File: src/rtl/hw_accel_pkg.sv
// Shared definitions for the TinyML pre-processing frame controller.
// State encodings stay plain constants so legacy register maps can decode them.
package hw_accel_pkg;

  localparam logic [2:0] ST_IDLE  = 3'd0;
  localparam logic [2:0] ST_RUN   = 3'd1;
  localparam logic [2:0] ST_DRAIN = 3'd2;
  localparam logic [2:0] ST_DONE  = 3'd3;
  localparam logic [2:0] ST_FLUSH = 3'd4;

  localparam int OUT_WORDS_DEF = 2304;
  localparam int FLUSH_CYCLES  = 2;

endpackage

File: src/rtl/hw_accel_sat_counter.sv
// Up-counter with synchronous clear that sticks at MAX instead of wrapping.
module hw_accel_sat_counter #(
  parameter int           W   = 16,
  parameter logic [W-1:0] MAX = '1
) (
  input  logic         clk,
  input  logic         rst,
  input  logic         clr,
  input  logic         inc,
  output logic [W-1:0] cnt
);

  always_ff @(posedge clk) begin
    if (rst || clr) begin
      cnt <= '0;
    end else if (inc && (cnt != MAX)) begin
      cnt <= cnt + W'(1);
    end
  end

endmodule

File: src/rtl/hw_accel_frame_ctrl.sv
// Frame sequencer: admits one input frame per start, counts packed output words,
// and flushes the accelerator pipeline on abort or drain timeout.
module hw_accel_frame_ctrl
  import hw_accel_pkg::*;
#(
  parameter int FRAME_WIDTH    = 540,
  parameter int FRAME_HEIGHT   = 540,
  parameter int OUT_WORDS      = OUT_WORDS_DEF,
  parameter int TIMEOUT_CYCLES = 65535,
  parameter int CNT_W          = 20
) (
  input  logic             clk,
  input  logic             rst,
  input  logic             ctrl_start,
  input  logic             ctrl_abort,
  output logic             ctrl_busy,
  output logic             ctrl_done,
  output logic             ctrl_irq,
  output logic             ctrl_err_timeout,
  output logic [15:0]      ctrl_drop_cnt,
  input  logic             src_pixel_valid,
  output logic             src_pixel_ready,
  output logic             accel_in_valid,
  input  logic             accel_out_valid,
  output logic             accel_flush,
  output logic [CNT_W-1:0] in_pix_cnt,
  output logic [11:0]      out_word_cnt
);

  localparam int               TO_W     = $clog2(TIMEOUT_CYCLES + 1);
  localparam logic [TO_W-1:0]  TO_LOAD  = TO_W'(TIMEOUT_CYCLES);
  localparam logic [CNT_W-1:0] LAST_PIX = CNT_W'(FRAME_WIDTH * FRAME_HEIGHT - 1);
  localparam logic [11:0]      OUT_MAX  = 12'(OUT_WORDS);
  localparam logic [11:0]      OUT_LAST = 12'(OUT_WORDS - 1);

  logic [2:0]      state;
  logic [TO_W-1:0] timer;
  logic [1:0]      flush_cnt;
  logic            accept;
  logic            start_ok;
  logic            word_in;
  logic            words_done;

  assign src_pixel_ready = (state == ST_RUN);
  assign accept          = src_pixel_valid & src_pixel_ready;
  assign accel_in_valid  = accept;
  assign start_ok        = ctrl_start & ((state == ST_IDLE) || (state == ST_DONE));
  assign word_in         = accel_out_valid & ((state == ST_RUN) || (state == ST_DRAIN));
  // Look ahead at the incoming word so done rises one cycle after the last word.
  assign words_done      = (out_word_cnt == OUT_MAX) || (word_in && (out_word_cnt == OUT_LAST));

  assign ctrl_busy   = (state == ST_RUN) || (state == ST_DRAIN);
  assign ctrl_done   = (state == ST_DONE);
  assign accel_flush = rst || (state == ST_FLUSH);

  hw_accel_sat_counter #(.W(16), .MAX(16'hFFFF)) u_drop_cnt (
    .clk (clk),
    .rst (rst),
    .clr (start_ok),
    .inc (src_pixel_valid && (state != ST_RUN)),
    .cnt (ctrl_drop_cnt)
  );

  hw_accel_sat_counter #(.W(12), .MAX(OUT_MAX)) u_word_cnt (
    .clk (clk),
    .rst (rst),
    .clr (start_ok),
    .inc (word_in),
    .cnt (out_word_cnt)
  );

  always_ff @(posedge clk) begin
    if (rst) begin
      state            <= ST_IDLE;
      in_pix_cnt       <= '0;
      timer            <= '0;
      flush_cnt        <= '0;
      ctrl_irq         <= 1'b0;
      ctrl_err_timeout <= 1'b0;
    end else begin
      ctrl_irq <= 1'b0;
      if (accept) begin
        in_pix_cnt <= in_pix_cnt + CNT_W'(1);
      end
      case (state)
        ST_IDLE, ST_DONE: begin
          if (start_ok) begin
            state            <= ST_RUN;
            in_pix_cnt       <= '0;
            ctrl_err_timeout <= 1'b0;
          end
        end
        ST_RUN: begin
          if (ctrl_abort) begin
            state     <= ST_FLUSH;
            flush_cnt <= 2'(FLUSH_CYCLES - 1);
          end else if (accept && (in_pix_cnt == LAST_PIX)) begin
            state <= ST_DRAIN;
            timer <= TO_LOAD;
          end
        end
        ST_DRAIN: begin
          if (ctrl_abort) begin
            state     <= ST_FLUSH;
            flush_cnt <= 2'(FLUSH_CYCLES - 1);
          end else if (words_done) begin
            state    <= ST_DONE;
            ctrl_irq <= 1'b1;
          end else if (word_in) begin
            timer <= TO_LOAD;
          end else if (timer == TO_W'(1)) begin
            state            <= ST_FLUSH;
            flush_cnt        <= 2'(FLUSH_CYCLES - 1);
            ctrl_err_timeout <= 1'b1;
            ctrl_irq         <= 1'b1;
          end else begin
            timer <= timer - TO_W'(1);
          end
        end
        ST_FLUSH: begin
          if (flush_cnt == 2'd0) begin
            state <= ST_IDLE;
          end else begin
            flush_cnt <= flush_cnt - 2'd1;
          end
        end
        default: state <= ST_IDLE;
      endcase
    end
  end

endmodule
File: config.mk
export PLATFORM = sky130hd
export DESIGN_NAME = hw_accel_frame_ctrl
export DESIGN_NICKNAME = d
export VERILOG_FILES = /design/src/rtl/hw_accel_pkg.sv /design/src/rtl/hw_accel_sat_counter.sv /design/src/rtl/hw_accel_frame_ctrl.sv
export SDC_FILE = /design/constraint.sdc
export NUM_CORES = 1
export LEC_CHECK = 0
export ABC_AREA = 0
export CAP_MARGIN = 20
export CORE_ASPECT_RATIO = 0.8
export CORE_UTILIZATION = 33
export DETAILED_ROUTE_END_ITERATION = 10
export REMOVE_ABC_BUFFERS = 1
export SETUP_SLACK_MARGIN = 0.5
export SYNTH_ARGS = -nofsm -noshare
export SYNTH_HDL_FRONTEND = slang
export SYNTH_SLANG_ARGS = --single-unit
File: constraint.sdc
create_clock -name clk -period 1.9 [get_ports clk]
set_input_delay 0.19 -clock clk [delete_from_list [all_inputs] [get_ports clk]]
set_output_delay 0.19 -clock clk [all_outputs]
set_load 0.02 [all_outputs]
==> impl_metrics.tcl, run 1 <==
set metrics [dict create \
    status "finished, violations left" \
    violations "negative setup slack" \
    leakage_nw 2.68 \
    rows 33 \
    hp-start "flush_cnt[0]" \
    synth_edf_count 0 \
    clk_pin_slew_ns 0.06 \
    htreeDepth 3 \
    dpl_worst_slack_ns -0.367 \
    maxSlewViolCount 0 \
    fin_crit_ns 2.04 \
    required_ns 2.12 \
    drt-initial-drc-count 156 \
    first_pass_iters 5 \
    path_cells "or4_4 -> or4_4 -> a21oi_4 -> nor3_2 -> buf_4 -> mux2i_1 -> nor2_1" \
    wl_per_cell_um 16.6 \
    yosys.area.top_type_share_pct 39.6 \
    setup_slack_ns -0.136 \
    synthCells 426 \
    die-area_mm2 0.0113 \
    vias 3938 \
    wl_mm 12.5 \
    final_cell_mix "93 x buf_4, 56 x nor2_1, 47 x dfxtp_1" \
    end_kind "register" \
    grt_max_degree 49 \
    slowest_delay_ns 0.55 \
    antenna_left 0 \
    gp_congestion 0.826 \
    crit_arrival_ns 2.26 \
    finalCritPeriodShare_pct 107 \
    cp_common_cell "or4_4" \
    grt_pass1_wl_mm 18.6 \
    clkSinkCount 71 \
    relSlewSlack_pct 75.3 \
    power_density_mw_per_mm2 1010 \
    crit_type "reg2reg" \
    yosys_warnings 0 \
    ir_worst_vdd_v 0.000712 \
    drive_gt1_share_pct 45.1 \
    first_global_vias 3806 \
    synth_area_leaders "dfxtp_1 40%, nor2_1 6.8%, xor2_1 5.1%" \
    timing.hold.ws_ns 0.475 \
    synth_area_mm2 0.00359 \
    critPathMaxFanout 5 \
    fin_setup_tns_ns -1.09 \
    io_pins 61 \
    grtUsageTotal_pct 21.0 \
    hold_buffers 0 \
    hp-class "reg2reg" \
    rsz0062_at_grt "yes" \
    synth_ff_type "dfxtp_1" \
    clock_path_buffers 2 \
    yosys.cell_types.count 63 \
    yosysTopAreaCell "dfxtp_1" \
    r2r_end "flush_cnt[1]" \
    hold_viol_final 0 \
    r2r_cells 7 \
    initial_core_util_pct 34.5 \
    cp.buffers_inverters 1 \
    drv_cap 0 \
    r2r_setup_slack_ns -0.14 \
    r2r_start "u_word_cnt.cnt[3]" \
    max_freq_ghz 0.491 \
    grt_antenna_before_repair 0 \
    hold_path_depth 1 \
    synth_seq_cells 71 \
    dpl.hpwl_mm 7.44 \
    dieHeight_um 95.3 \
    final_common_cell "buf_4" \
    crit_family "simple AND/OR/NAND/NOR gates" \
    postSynthAreaPerCell_um2 8.43 \
    worst_pin_slew_ns 0.368 \
    setup_viol 24 \
    finClkSkew_ns 0.00611 \
    clockRootBuffer "clkbuf_16" \
    port_buffers 60 \
    vias_per_cell 5.21 \
    area_delta_synth_final_pct 76.6 \
    num_antenna_cells 0 \
    overflow 0 \
    worstSkewPairLatency_ns 0.34 \
    numCtsBuffers 9 \
    nets 627 \
    cts_tree "yes" \
    async_flop_share_pct 0 \
    slowest_stage "or4_4" \
    die_x_um 119 \
    drc 0 \
    min_to "flush_cnt[0]" \
    yosysSeqAreaShare_pct 39.6 \
    critPathLaunchType "register" \
    core_area_mm2 0.0104 \
]
area by class of cell:
type / instances / area (um^2)
Clock buffer: 11 / 243
Clock inverter: 2 / 10.0
Fill cell: 860 / 4060
Inverter: 18 / 87.6
Multi-Input combinational cell: 322 / 2600
Sequential cell: 71 / 1460
Tap cell: 140 / 175
Timing Repair Buffer: 192 / 1760
cell usage after synthesis, types with 3 or more instances:
cell type / number
nor2_1: 65
nand3_1: 17
o21a_1: 5
a311oi_1: 4
a21oi_1: 19
mux2i_1: 3
o21ai_0: 10
xnor2_1: 17
ha_1: 7
nand4_1: 16
nand2b_1: 4
or3_1: 12
a32o_1: 3
buf_2: 3
clkbuf_1: 8
nand2_1: 30
and3_1: 7
nor4_1: 7
xor2_1: 21
a211oi_1: 3
dfxtp_1: 71
inv_1: 17
nor3_1: 22
o311a_1: 3
worst max path at each step:
stage / from / to / slack, ns / cells past startpoint
floorplan: u_word_cnt.cnt[0] / timer[12] / -0.28 / 8
global route: u_word_cnt.cnt[3] / flush_cnt[1] / -0.20 / 7
detailed placement: accel_out_valid / timer[10] / -0.37 / 8
CTS: u_word_cnt.cnt[3] / flush_cnt[1] / -0.10 / 7
finish: u_word_cnt.cnt[3] / flush_cnt[1] / -0.14 / 7
global placement: accel_out_valid / timer[12] / -0.28 / 8
kinds of logic (layout without fill, tap and decap cells):
kind of cell	count (synthesis)	count (layout)	share of synthesized area [%]
buf+inv	33	223	4.08
xor+xnor	38	38	9.27
simple gates	212	212	32.0
mux	3	3	0.836
flops	71	71	39.6
fa+ha+maj	7	7	2.44
compound gates	62	62	11.8
power breakdown:
group	total, mW	internal [mW]	switching (mW)
registers	1.79	1.64	0.147
clock network	1.51	0.892	0.620
logic	3.08	1.57	1.52
sequential cells by signal, indices dropped and copies added (netlist names):
| name | cells |
|---|---|
| timer | 16 |
| in_pix_cnt | 20 |
| ctrl_err_timeout | 1 |
| state | 3 |
| ctrl_irq | 1 |
| u_drop_cnt.cnt | 16 |
| flush_cnt | 2 |
| u_word_cnt.cnt | 12 |
metrics by stage:
step / utilization (%) / power [mW] / instance area (um^2) / std cells
4_1_cts: 56.8 / 5.90 / 5910 / 740
3_5_place_dp: 48.5 / 3.95 / 5050 / 707
5_1_grt: 60.9 / 6.69 / 6340 / 756
3_3_place_gp: 48.5 / 3.91 / 5050 / 707
2_1_floorplan: - / 2.88 / 3510 / 411
6_report: 60.9 / 6.38 / 6340 / 756
repair_timing:
| item | in CTS | in global routing |
|---|---|---|
| cloned | 1 | 3 |
| pin swaps | 56 | 37 |
| setup endpoints to repair | 124 | 83 |
| gates resized for setup | 204 | 76 |
| setup buffers | 19 | 13 |
layer usage:
| metal | share of wire (%) | GRT usage (%) |
|---|---|---|
| met1 | 42 | 25.5 |
| met2 | 50 | 36.8 |
| met3 | 5.1 | 4.49 |
| met4 | 2.0 | 7.81 |
| met5 | 0 | 0 |
(Power assumes the default switching activity.)
==> run 2, diff against run 1 <==
Settings changed: DONT_BUFFER_PORTS set to 1, PLACE_DENSITY_LB_ADDON set to 0.08.
Clock period 1.9 ns to 2.25 ns, I/O delays scaled along.
==> impl_metrics.tcl, run 2 (same netlist as run 1, synthesis figures left out) <==
set metrics [dict create \
    status "finished clean" \
    grt_antenna_before_repair 0 \
    critPathMaxFanout 8 \
    design_area_mm2 0.00512 \
    drt-initial-drc-count 175 \
    top_regs "in_pix_cnt: 20 flops, timer: 16 flops, u_drop_cnt.cnt: 16 flops" \
    htreeDepth 3 \
    num_antenna_cells 0 \
    setup_slack_ns 0.231 \
    place_area_mm2 0.00416 \
    regArea_mm2 0.00145 \
    antenna_left 0 \
    clock_path_buffers 2 \
    fin_setup_tns_ns 0 \
    final_cell_mix "73 x buf_4, 62 x nor2_1, 57 x dfxtp_1" \
    ir_worst_vdd_v 0.000376 \
    power_density_mw_per_mm2 909 \
    fin_crit_ns 2.02 \
    grt_max_degree 44 \
    grtUsageTotal_pct 17.5 \
    setup_viol 0 \
    rsz0062_at_grt "yes" \
    nets 522 \
    end_kind "register" \
    drc 0 \
    timing.hold.ws_ns 0.0336 \
    relSlewSlack_pct 56.8 \
    cts_tree "yes" \
    leakage_nw 1.90 \
    die_x_um 119 \
    core_area_mm2 0.0104 \
    multi_input_area_mm2 0.00242 \
    port_buffers 0 \
    clkSinkCount 71 \
    dpl.hpwl_mm 6.39 \
    worst_pin_slew_ns 0.643 \
    required_ns 2.53 \
    finalCritPeriodShare_pct 89.7 \
    area_delta_synth_final_pct 42.6 \
    drv_cap 0 \
    first_global_vias 3116 \
    grt_pass1_wl_mm 15.6 \
    worstSkewPairLatency_ns 0.33 \
    wl_per_cell_um 14.9 \
    vias 3332 \
    r2r_setup_slack_ns 0.23 \
    hold_viol_final 0 \
    crit_arrival_ns 2.30 \
    crit_type "reg2reg" \
    dpl_worst_slack_ns 0.0764 \
    numCtsBuffers 9 \
    clk_pin_slew_ns 0.06 \
    hp-class "in2reg" \
    largest_reg_flops 20 \
    vias_per_cell 5.10 \
    initial_core_util_pct 34.5 \
    rows 33 \
    final_common_cell "buf_4" \
    die-area_mm2 0.0113 \
    dieHeight_um 95.3 \
    drive_gt1_share_pct 37.0 \
    critPathLaunchType "register" \
    max_freq_ghz 0.495 \
    clockRootBuffer "clkbuf_16" \
    regMostFlops "in_pix_cnt" \
    io_pins 61 \
    first_pass_iters 4 \
    overflow 0 \
    wl_mm 9.76 \
    maxSlewViolCount 0 \
    gp_congestion 0.774 \
    num-fill-cells 1011 \
    finClkSkew_ns 0.00538 \
]
-- run 2: cell count changes in the layout (fill, tap and decap cells not counted), moves of 6 or more --
| cell | change |
|---|---|
| nand2_1 | +6 |
| buf_4 | -20 |
| dfxtp_2 | -10 |
| xnor2_1 | +8 |
| dlygate4sd2_1 | -45 |
| xnor2_2 | -8 |
| nor2_1 | +6 |
| buf_6 | -25 |
| dfxtp_1 | +10 |
| nor2_4 | -6 |
-- run 2: per-layer routing --
metal | part of all wire, % | track usage [%] | up-vias
li1 | - | - | 1687
met1 | 47 | 21.7 | 1577
met2 | 46 | 28.3 | 59
met3 | 6.2 | 6.46 | 9
met4 | 0.99 | 5.59 | 0
met5 | 0 | 0 | -
-- run 2: worst paths after layout --
check             cells after the start           end      startpoint
hold reg to reg                       1  flush_cnt[0]    flush_cnt[0]
hold / removal                        2      timer[0]             rst
setup / recovery                      8      timer[9]  in_pix_cnt[11]
setup reg to reg                      8      timer[9]  in_pix_cnt[11]
-- run 2: worst max-delay path, cell delays in order (launching register included) --
cell     delay (ns)
dfxtp_2        0.32
or4b_4         0.53
nor3_2         0.13
nand4_1        0.19
nor3_2         0.24
buf_4          0.15
buf_6          0.08
or2_4          0.16
o211a_1        0.16
-- run 2: final cells by class --
| type | count | area share [%] |
|---|---|---|
| Inverter | 18 | 1.42 |
| Multi-Input combinational cell | 322 | 47.2 |
| Timing Repair Buffer | 87 | 14.2 |
| Tap cell | 140 | 3.42 |
| Sequential cell | 71 | 28.3 |
| Clock inverter | 4 | 0.929 |
| Clock buffer | 11 | 4.55 |
-- run 2: power by group --
| part | total (mW) | internal, mW | switching (mW) | leakage [nW] |
|---|---|---|---|---|
| Clock | 1.38 | 0.848 | 0.531 | 0.135 |
| Combinational | 1.71 | 0.767 | 0.947 | 1.19 |
| Sequential | 1.56 | 1.39 | 0.169 | 0.581 |
-- run 2: timing repair --
item	in CTS	in global routing
setup endpoints to repair	47	49
pin swaps	34	37
buffers inserted	14	12
gates resized for setup	65	54
hold buffers	1	0
hold endpoints to repair	9	0
-- run 2: per-stage QoR --
step,cells,total power [mW],utilization [%]
global placement,611,2.92,40.0
CTS,641,4.53,46.1
detailed placement,611,2.92,40.0
global route,653,4.94,49.2
finish,653,4.66,49.2
floorplan,411,2.43,-
==> variant 1, RTL diff (flow settings as in run 1) <==
Set the parameter `FRAME_HEIGHT` to 270 (it was 540).
--- a/src/rtl/hw_accel_frame_ctrl.sv
+++ b/src/rtl/hw_accel_frame_ctrl.sv
@@ -4,7 +4,7 @@
   import hw_accel_pkg::*;
 #(
   parameter int FRAME_WIDTH    = 540,
-  parameter int FRAME_HEIGHT   = 540,
+  parameter int FRAME_HEIGHT   = 270,
   parameter int OUT_WORDS      = OUT_WORDS_DEF,
   parameter int TIMEOUT_CYCLES = 65535,
   parameter int CNT_W          = 20
Function: same outputs for any inputs over 10 cycles, from zero or initial values and one cycle with rst high; that may be too few to reach the edited logic, so the function may still have changed.
==> variant 1 against run 1 <==
  * The run still ends with setup timing left
  * Sequential cell count is the same
  * Area after synthesis grew 1.1%
  * Total power up 5.2%
  * Design area rose by 3.2%
  * Via count rose by 0.25%
  * Synthesized cell count rose by 1.4%
  * Wire length rose by 0.45%
  * Count of clock-buffer cells in the layout grew 3
  * Setup slack worse by 0.025 ns
  * Critical endpoint is now timer[1]
  * Largest power group unchanged
  * Highest routed layer unchanged
==> variant 1: results (changes against run 1) <==
Cells and area
  – Number of inverters outside the clock class in the layout: 14 (-4)
  – Seq area share: 0.220 (-0.0105)
  – Proportion of cell area occupied by multi-input gates: 0.423 (+0.0133)
  – Clock network area share: 0.0434 (+0.00353)
  – Proportion of layout cells with a drive suffix above 1: 0.456 (+0.00515)
  – Number of nets in the final layout: 630 (+0.48%)
  – CLK BUF: 14 (+3)

Setup path
  – Worst Setup EP: timer[1]
  – Biggest cell delay along the critical path: 0.34 ns (-0.21 ns)
  – Worst reg2reg path startpoint: state[1]

Routing
  – First-pass DRT Iterations: 4 (-1)
  – Met1 WL: 5550 µm (+4.5%)
  – Detailed-route vias per instance: 5.19 (-0.27%)
  – Routed WL: 12600 µm (+0.45%)

Timing
  – Final setup skew: 0.00619 ns (+0.0000806 ns)
  – Final worst setup slack: -0.160 ns (-0.0248 ns)
  – # setup viols final: 14 (-42%)

GRT
  – GRT met3 Usage: 0.0468 (+0.00194)
  – Overall fraction of global-route tracks in use: 0.217 (+0.00760)

Power
  – Maximum VDD drop: 0.000602 V (-15%)
  – Leakage power total: 2.72 nW (+1.2%)

Synthesis
  – Cell variety after synth: 56 (-11%)
  – Dominant cells by area after synthesis: sky130_fd_sc_hd__dfxtp_1 39%, sky130_fd_sc_hd__nor2_1 8.2%, sky130_fd_sc_hd__xor2_1 6.8%
  – Number of standard cells after synthesis: 432 (+1.4%)

Run status
  – Outcome: finished with violations
  – Violations in the final reports: setup timing

Placed design
  – Area after detailed placement: 0.00504 mm² (about the same)
## variant 1: cell types whose count changed after synthesis, moves of 5 or more
cell,change
sky130_fd_sc_hd__nor2_1,+14
sky130_fd_sc_hd__a311oi_1,+9
sky130_fd_sc_hd__nor3_1,-9
sky130_fd_sc_hd__and3_1,+8
sky130_fd_sc_hd__nand4_1,-7
sky130_fd_sc_hd__or3_1,-7
sky130_fd_sc_hd__xor2_1,+7
sky130_fd_sc_hd__nand2_1,-6
sky130_fd_sc_hd__nand2b_1,+6
sky130_fd_sc_hd__and4_1,+5
## variant 1: kinds of logic (layout without fill, tap and decap cells)
kind of cell	Yosys count	after routing	synth area share
AND/OR/NAND/NOR	212	212	0.305
flip-flops	71	71	0.391
AO/OA/AOI/OAI	62	62	0.124
XOR/XNOR	46	46	0.111
buffers and inverters	32	220	0.0393
adder cells (fa/ha/maj)	7	7	0.0241
multiplexers	2	2	0.00551
==> variant 2, RTL diff (flow settings as in run 1) <==
Made on the original files. Put a register stage on the output `out_word_cnt`. The value now appears one clock later. The other outputs are not delayed to match.
--- a/src/rtl/hw_accel_frame_ctrl.sv
+++ b/src/rtl/hw_accel_frame_ctrl.sv
@@ -33,6 +33,8 @@
   localparam logic [11:0]      OUT_MAX  = 12'(OUT_WORDS);
   localparam logic [11:0]      OUT_LAST = 12'(OUT_WORDS - 1);
 
+  logic [11:0] out_word_cnt_d;
+
   logic [2:0]      state;
   logic [TO_W-1:0] timer;
   logic [1:0]      flush_cnt;
@@ -47,7 +49,7 @@
   assign start_ok        = ctrl_start & ((state == ST_IDLE) || (state == ST_DONE));
   assign word_in         = accel_out_valid & ((state == ST_RUN) || (state == ST_DRAIN));
   // Look ahead at the incoming word so done rises one cycle after the last word.
-  assign words_done      = (out_word_cnt == OUT_MAX) || (word_in && (out_word_cnt == OUT_LAST));
+  assign words_done      = (out_word_cnt_d == OUT_MAX) || (word_in && (out_word_cnt_d == OUT_LAST));
 
   assign ctrl_busy   = (state == ST_RUN) || (state == ST_DRAIN);
   assign ctrl_done   = (state == ST_DONE);
@@ -66,7 +68,7 @@
     .rst (rst),
     .clr (start_ok),
     .inc (word_in),
-    .cnt (out_word_cnt)
+    .cnt (out_word_cnt_d)
   );
 
   always_ff @(posedge clk) begin
@@ -129,4 +131,8 @@
     end
   end
 
+  always_ff @(posedge clk) begin
+    out_word_cnt <= out_word_cnt_d;
+  end
+
 endmodule
Formal check against the unedited RTL: not equivalent (a bounded check fails within 4 cycles, from zero or initial values and one cycle with rst high).
==> variant 2 against run 1 <==
  * Core utilization decreased by 0.27 points
  * Clock skew grew 0.0043 ns
  * Setup slack worse by 0.13 ns
  * Wire length grew 12%
  * Area after synthesis grew 15%
  * Clock power increased by 11%
  * Critical path type unchanged
  * Design area rose by 16%
  * Combinational power up 23%
  * Via count rose by 12%
  * The flow still finishes with violations (setup timing)
  * Global-route usage down 0.32 points
  * Sequential cell count is 12 higher
  * Total power grew 17%
==> variant 2: results (changes against run 1) <==
Cells and area
  – Data-path buffer share of cell area in the final layout: 0.263 (-0.0157)
  – Layout Cell Area excl Fill: 0.00738 mm² (+16%)
  – Proportion of cell area occupied by multi-input gates: 0.434 (+0.0244)
  – Number of inverters outside the clock class in the layout: 20 (+2)
  – Seq area share: 0.229 (-0.00171)
  – Proportion of layout cells with a drive suffix above 1: 0.489 (+0.0375)
  – Repair and plain buffers: 202 (+5.2%)
  – Number of nets in the final layout: 677 (+8.0%)

Setup path
  – Worst reg2reg path endpoint: timer[13]
  – Reg2reg path depth: 5 (-2)
  – Largest driver fanout on the critical path: 7 (+2)

Timing
  – Final worst setup slack: -0.265 ns (-0.130 ns)
  – Final setup skew: 0.0104 ns (+0.00425 ns)
  – # setup viols final: 22 (-8.3%)
  – Post-Route Setup TNS: -4.42 ns (-3.33 ns)

Power
  – Portion of total power attributed to the clock network: 0.223 (-0.014)
  – P_clk: 1.67 mW (+11%)
  – Sw power: 2.77 mW (+21%)
  – Maximum VDD drop: 0.000522 V (-27%)
  – Leakage power total: 3.00 nW (+12%)

Routing
  – Met3 wirelength from detailed routing: 654 µm (+1.4%)
  – Total vias in the final route: 4406 (+12%)
  – Detailed router's first-iteration violation count: 227 (+46%)
  – Routed WL: 14100 µm (+12%)
  – Met2 layer wire length in the routed design: 7060 µm (+12%)

Synthesis
  – Cell variety after synth: 69 (+9.5%)
  – Number of register bits inferred by synthesis: 83 (+17%)
  – Most instantiated cells after synthesis: 83 x sky130_fd_sc_hd__dfxtp_1, 61 x sky130_fd_sc_hd__nor2_1, 42 x sky130_fd_sc_hd__nand2_1, 22 x sky130_fd_sc_hd__xor2_1, 21 x sky130_fd_sc_hd__nor3_1
  – Share of the yosys chip area belonging to registers: 0.404 (+0.00795)
  – Dominant cells by area after synthesis: sky130_fd_sc_hd__dfxtp_1 40%, sky130_fd_sc_hd__nor2_1 5.6%, sky130_fd_sc_hd__xor2_1 4.7%

Run status
  – Violations in the final reports: setup timing
  – Outcome: finished with violations

GRT
  – Wire length of the first global-routing pass: 20900 µm (+12%)
  – Routing usage on met2: 0.353 (-0.0150)
  – Met1 Use GR: 0.263 (+0.00775)
  – Maximum number of pins on one net before global-route repair: 17 (-65%)

Min path
  – Hold worst-path end: out_word_cnt[11]
  – Hold path cells: 0 (-1)

Clocking
  – Setup repair bufs after CTS: 22 (+3)

Placed design
  – Routability-driven placement congestion ratio: 0.839 (+1.5%)
  – Area after detailed placement: 0.00561 mm² (+11%)
  – Half-perimeter wire length after placement: 8460 µm (+14%)
==> variant 2: cell count changes in the layout (fill, tap and decap cells not counted), moves of 7 or more <==
cell,delta
sky130_fd_sc_hd__clkdlybuf4s15_1,+9
sky130_fd_sc_hd__dfxtp_2,-8
sky130_fd_sc_hd__xor2_1,-7
sky130_fd_sc_hd__nor2_1,-21
sky130_fd_sc_hd__or3_1,-8
sky130_fd_sc_hd__dfxtp_1,+21
sky130_fd_sc_hd__xor2_2,+8
sky130_fd_sc_hd__nand2_1,+10
sky130_fd_sc_hd__a21oi_1,-7
sky130_fd_sc_hd__buf_6,+7
sky130_fd_sc_hd__nor2_4,+13
sky130_fd_sc_hd__dlygate4sd2_1,-7
==> variant 2: worst max-delay path by stage <==
stage,from,end,cells after the start
after floorplan,state[2],timer[15],5
after global placement,timer[7],timer[11],5
after detailed placement,timer[7],timer[11],5
after CTS,timer[6],timer[11],5
after global routing,timer[6],timer[15],6
final,timer[6],timer[13],5
==> variant 2: kinds of logic (layout without fill, tap and decap cells) <==
| logic type | after synthesis | after routing | share of synthesized area |
|---|---|---|---|
| simple gates | 225 | 225 | 0.285 |
| flops | 83 | 83 | 0.404 |
| compound gates | 75 | 75 | 0.159 |
| xor+xnor | 38 | 38 | 0.0809 |
| buf+inv | 37 | 238 | 0.0426 |
| fa+ha+maj | 7 | 7 | 0.0213 |
| mux | 3 | 3 | 0.00730 |
==> variant 2: critical path, stage by stage (launching register included) <==
cell	delay [ns]
sky130_fd_sc_hd__dfxtp_2	0.33
sky130_fd_sc_hd__or4_4	0.54
sky130_fd_sc_hd__or2_4	0.28
sky130_fd_sc_hd__o41a_4	0.41
sky130_fd_sc_hd__a21o_4	0.25
sky130_fd_sc_hd__o221a_1	0.25
